`src/rtl/clip_recorder.sv`:
```
// clip_recorder
//
// Captures one triggered clip of audio samples into the clip RAM.
// After an arm request it waits for a sample whose magnitude reaches
// `threshold`. It then writes exactly CLIP_LEN consecutive samples at
// addresses 0..CLIP_LEN-1 and parks in DONE until it is re-armed.
//
// Parameters
//   CLIP_LEN      clip length in samples (power of two, >= 2)
//   AW            address width, derived from CLIP_LEN
//
// Ports
//   mclk          master clock, the only clock
//   rst_n         synchronous active-low reset
//   arm           one-cycle request to start a new capture
//   abort         one-cycle cancel; overrides every other input
//   threshold     unsigned trigger magnitude (15 bits)
//   in_sample     signed 16-bit input sample
//   in_valid      one-cycle strobe qualifying in_sample
//   wr_en         clip RAM write enable (one pulse per stored sample)
//   wr_addr       clip RAM write address
//   wr_data       clip RAM write data (sample, unmodified)
//   busy          high while ARMED or RECORD
//   done          high while DONE
//   sample_count  samples written in the current capture
//
// All outputs are registered. A sample accepted at edge N is presented
// on the write port during cycle N+1.

// Saturating magnitude: |x| for a 16-bit two's-complement sample.
// -32768 has no positive counterpart, so it clamps to 32767.
module clip_recorder_mag (
    input  logic [15:0] sample,
    output logic [15:0] mag
);
    always_comb begin
        if (sample == 16'h8000)
            mag = 16'h7fff;
        else if (sample[15])
            mag = ~sample + 16'd1;
        else
            mag = sample;
    end
endmodule

module clip_recorder #(
    parameter int CLIP_LEN = 256,
    parameter int AW       = $clog2(CLIP_LEN)
) (
    input  logic          mclk,
    input  logic          rst_n,
    input  logic          arm,
    input  logic          abort,
    input  logic [14:0]   threshold,
    input  logic [15:0]   in_sample,
    input  logic          in_valid,
    output logic          wr_en,
    output logic [AW-1:0] wr_addr,
    output logic [15:0]   wr_data,
    output logic          busy,
    output logic          done,
    output logic [AW:0]   sample_count
);

    typedef enum logic [1:0] {
        S_IDLE   = 2'd0,
        S_ARMED  = 2'd1,
        S_RECORD = 2'd2,
        S_DONE   = 2'd3
    } state_t;

    // Count value held just before the write that completes the clip.
    localparam logic [AW:0] LAST_IDX = (AW+1)'(CLIP_LEN - 1);

    state_t        state_q, state_d;
    logic          wr_en_d;
    logic [AW-1:0] wr_addr_d;
    logic [15:0]   wr_data_d;
    logic [AW:0]   cnt_q, cnt_d;
    logic [15:0]   mag;
    logic          trig;

    clip_recorder_mag u_mag (
        .sample (in_sample),
        .mag    (mag)
    );

    assign trig = (mag >= {1'b0, threshold});

    // Next-state and next-output logic. Address/data hold their last
    // value when no write happens; consumers qualify them with wr_en.
    always_comb begin
        state_d   = state_q;
        wr_en_d   = 1'b0;
        wr_addr_d = wr_addr;
        wr_data_d = wr_data;
        cnt_d     = cnt_q;

        if (abort) begin
            // Cancel drops any same-cycle sample and keeps the partial count.
            state_d = S_IDLE;
        end else begin
            unique case (state_q)
                S_IDLE, S_DONE: begin
                    if (arm) begin
                        state_d = S_ARMED;
                        cnt_d   = '0;
                    end
                end
                S_ARMED: begin
                    if (in_valid && trig) begin
                        // Triggering sample is the first one stored. CLIP_LEN
                        // is at least 2, so this write never completes a clip.
                        wr_en_d   = 1'b1;
                        wr_addr_d = '0;
                        wr_data_d = in_sample;
                        cnt_d     = (AW+1)'(1);
                        state_d   = S_RECORD;
                    end
                end
                S_RECORD: begin
                    if (in_valid) begin
                        wr_en_d   = 1'b1;
                        wr_addr_d = cnt_q[AW-1:0];
                        wr_data_d = in_sample;
                        cnt_d     = cnt_q + (AW+1)'(1);
                        if (cnt_q == LAST_IDX)
                            state_d = S_DONE;
                    end
                end
                default: state_d = S_IDLE;
            endcase
        end
    end

    always_ff @(posedge mclk) begin
        if (!rst_n) begin
            state_q <= S_IDLE;
            wr_en   <= 1'b0;
            wr_addr <= '0;
            wr_data <= '0;
            cnt_q   <= '0;
        end else begin
            state_q <= state_d;
            wr_en   <= wr_en_d;
            wr_addr <= wr_addr_d;
            wr_data <= wr_data_d;
            cnt_q   <= cnt_d;
        end
    end

    // Decoded from the state register only, so these stay registered.
    assign busy         = (state_q == S_ARMED) || (state_q == S_RECORD);
    assign done         = (state_q == S_DONE);
    assign sample_count = cnt_q;

endmodule

```
`config.mk`:
```
export PLATFORM = sky130hd
export DESIGN_NAME = clip_recorder
export DESIGN_NICKNAME = d
export VERILOG_FILES = /design/src/rtl/clip_recorder.sv
export SDC_FILE = /design/constraint.sdc
export NUM_CORES = 1
export LEC_CHECK = 0
export ABC_AREA = 1
export CORE_ASPECT_RATIO = 0.5
export CORE_UTILIZATION = 53
export CTS_CLUSTER_SIZE = 16
export DETAILED_ROUTE_END_ITERATION = 10
export MAX_ROUTING_LAYER = met4
export PLACE_DENSITY = 0.95
export SYNTH_ARGS = -nofsm -noshare
export SYNTH_HDL_FRONTEND = slang
export SYNTH_SLANG_ARGS = --single-unit
```
`constraint.sdc`:
```
create_clock -name mclk -period 7.2 [get_ports mclk]
set_clock_uncertainty 0.1 [all_clocks]
set_input_delay 2.16 -clock mclk [delete_from_list [all_inputs] [get_ports mclk]]
set_output_delay 2.16 -clock mclk [all_outputs]
set_load 0.005 [all_outputs]
```
==> impl_metrics.py <==
metrics = {
    "pwr": {
        "p_leak_uw": 0.00155,
        "cellPowerDensity_nw_per_um2": 152,
        "swShare_pct": 32.2,
        "pwr-share-comb_pct": 30.0,
        "p_switching_uw": 168,
        "power_frac_seq_pct": 42.6,
        "intPower_uw": 353,
        "vdd_drop_max_uv": 115,
        "pwr-share-clk_pct": 27.4,
        "power_uw": 521,
    },
    "timing": {
        "min_period_ns": 5.87,
        "fmax_ghz": 0.170,
        "worst_pin_slew_ns": 1.04,
        "finalSetupViolCount": 0,
        "slew_headroom_pct": 30.7,
        "drv_slew": 0,
        "finalCritPeriodShare_pct": 81.5,
        "rsz0062_at_grt": "false",
        "hold_viol": 0,
        "finalSetupTns_ns": 0,
    },
    "logic_synthesis": {
        "yosysTopAreaCell": "dfxtp_1",
        "synth_edf_count": 0,
        "yosys-top-cells-count": "nand2_1, inv_1, nor2_1",
        "synthCells": 415,
        "syn_avg_cell_area_sq_um": 6.32,
        "syn-num-nets": 472,
        "yosysWarnings": 0,
        "synth.most_common_cell": "nand2_1",
        "yosys-top-cells-area": "dfxtp_1, nand2_1, ha_1, inv_1, a21oi_1",
        "synth_top_cell_area_share_pct": 27.5,
        "ys.flop_type": "dfxtp_1",
        "ys_ff_latch": 36,
        "ys_seq_area_share_pct": 27.5,
        "synth-async-reset-ratio_pct": 0,
        "synth_area_sq_um": 2620,
        "ys_types": 31,
    },
    "worst_hold_path": {
        "hp-class": "reg -> reg",
        "hp-start": "wr_data[12]",
        "holdPathStages": 2,
    },
    "grt": {
        "grt_max_degree": 33,
        "grt_pass1_vias": 2540,
        "grt-ovfl-total": 0,
        "groute.usage.overall_pct": 28.1,
        "grt_pass1_wl_mm": 11.1,
        "grt_antenna_before_repair": 0,
    },
    "final_layout": {
        "post-route-util_pct": 75.2,
        "antenna_cells": 0,
        "area_growth_pct": 31.1,
        "final_layout_size_suffix_gt1_share_pct": 4.57,
        "fillers": 354,
        "nNetsFinal": 537,
        "final_cell_area_sq_um": 3440,
    },
    "placed_design": {
        "routabilityCongestion": 0.968,
        "placed_cell_area_sq_um": 3350,
        "dp_hpwl_mm": 5.09,
        "port_buffers": 71,
    },
    "floorplan": {
        "rows": 17,
        "die-area_sq_um": 5250,
        "initial_core_util_pct": 57.3,
        "ioPinCount": 72,
        "fp.dieH_microns": 51.7,
        "die_w_microns": 101,
        "core_sq_um": 4570,
    },
    "cts": {
        "cts-buffers-inserted": 5,
        "clk_path_buf_depth": 2,
        "clk_latency_ns": 0.30,
        "clkSlewWorstSetupHoldPaths_ns": 0.08,
        "cts_hold_buf": 0,
        "htreeDepth": 2,
        "ctsResizeCount": 0,
        "post_cts_buffers": 0,
        "cts.sinks": 36,
        "cts-root-buf": "clkbuf_8",
        "cts_tree": "yes",
    },
    "routing": {
        "via_per_inst": 5.13,
        "dr.pass1.iters": 7,
        "routed_wl_mm": 6.59,
        "drc_errors": 0,
        "drtAntennaViolNets": 0,
        "via_count": 2808,
        "wire_per_inst_microns": 12.0,
        "drtIter0Drc": 186,
    },
    "worst_setup_path": {
        "crit_required_ns": 7.29,
        "critical_path_buf_inv_count": 5,
        "cp_num_cells": 21,
        "crit_fanout": 32,
        "cp-end-kind": "flop",
        "crit_slowest_cell": "nand3_2",
        "critPathKind": "in -> reg",
        "critPathMaxStageDelay_ns": 0.54,
        "start_kind": "primary input",
        "cp_data_arrival_time_ns": 5.96,
        "r2r-start": "state_q[0]",
        "reg2reg_depth": 7,
        "critPathTopFamily": "simple AND/OR/NAND/NOR gates",
        "startpoint": "in_sample[1]",
        "path_cells": "clkdlybuf4s50_1, inv_1, ha_1, inv_1, nor2_1, nand4_1, nor2_1, inv_1, nor2_1, inv_1, nand3_1, ha_1, a21o_1, a21oi_1, nand2_1, nor2_2, nand4_4, nand3_2, nand2_1, nand2_1, nor2_1",
    },
    "run_status": {
        "outcome": "complete, no violations",
    },
    "job": {
        "drv_cap": 0,
    },
}
logic make-up after synthesis:
group | Yosys count | synth area share, %
flip-flops | 36 | 27.5
adder cells (fa/ha/maj) | 21 | 10.0
buffers and inverters | 81 | 12.4
XOR/XNOR | 3 | 1.00
AO/OA/AOI/OAI | 60 | 12.1
AND/OR/NAND/NOR | 214 | 37.0
worst paths after layout:
check | to | slack (ns)
worst max-delay path | wr_addr[2] | 1.33
worst min register to register | wr_data[12] | 0.36
worst min-delay path | wr_data[12] | 0.36
worst max register to register | wr_addr[2] | 4.35
layout by cell type, fill, tap and decap left out:
cell type	n
a21o_1	1
nor3_1	2
nand2_2	1
o21a_1	1
buf_4	1
clkinv_4	1
nand3_1	22
nor2_2	3
nand4_4	1
ha_1	21
nor2b_1	1
clkinv_2	2
inv_2	1
nand4_1	26
o211ai_1	1
nor2_1	52
inv_1	65
nand2_1	98
clkdlybuf4s50_1	71
o31ai_1	1
or2_2	2
nand3b_1	1
clkinv_1	1
o21bai_1	2
o21ai_0	13
dfxtp_1	36
a21oi_1	40
a211oi_1	1
nand3_2	4
nand3b_2	1
xor2_1	3
clkbuf_8	5
worst register-to-register path: cells and delay by family (launching register included):
family | cells | cell delay (ns)
AND/OR/NAND/NOR | 5 | 1.91
flip-flops | 1 | 0.36
adder cells (fa/ha/maj) | 1 | 0.35
buffers and inverters | 1 | 0.07
sequential cells by signal (all words and copies together) (netlist names):
signal	count
wr_en	1
wr_addr	8
sample_count	9
wr_data	16
state_q	2
per-stage QoR:
stage / cells / hold slack [ns] / setup WS (ns)
3_5_place_dp: 539 / 0.356 / 1.06
6_report: 547 / 0.362 / 1.33
4_1_cts: 547 / 0.366 / 1.37
3_3_place_gp: 539 / 0.353 / 1.13
2_1_floorplan: 415 / 0.355 / 2.39
5_1_grt: 547 / 0.380 / 0.772
routing by layer:
layer	global-route usage [%]	up-vias	routed length, microns
li1	-	1477	-
met1	36.0	1240	3120
met3	4.57	8	355
met5	-	-	0
met4	6.04	0	65
met2	47.3	83	3040
power by group through the flow:
stage / Combinational (uW) / Clock, uW / Sequential, uW
2_1_floorplan: 90.2 / 0 / 226
3_3_place_gp: 152 / 0 / 226
3_5_place_dp: 155 / 0 / 226
4_1_cts: 156 / 144 / 222
5_1_grt: 177 / 153 / 223
6_report: 156 / 143 / 222
cell type report:
class	instances	area [sq um]	area share, %
clock buffer	5	68.8	2.00
clock inverter	3	18.8	0.546
inverter	67	251	7.32
multi-input combinational	298	1580	45.9
sequential	36	721	21.0
tap	66	82.6	2.40
timing repair buffer	72	718	20.9
(Power assumes the default switching activity.)
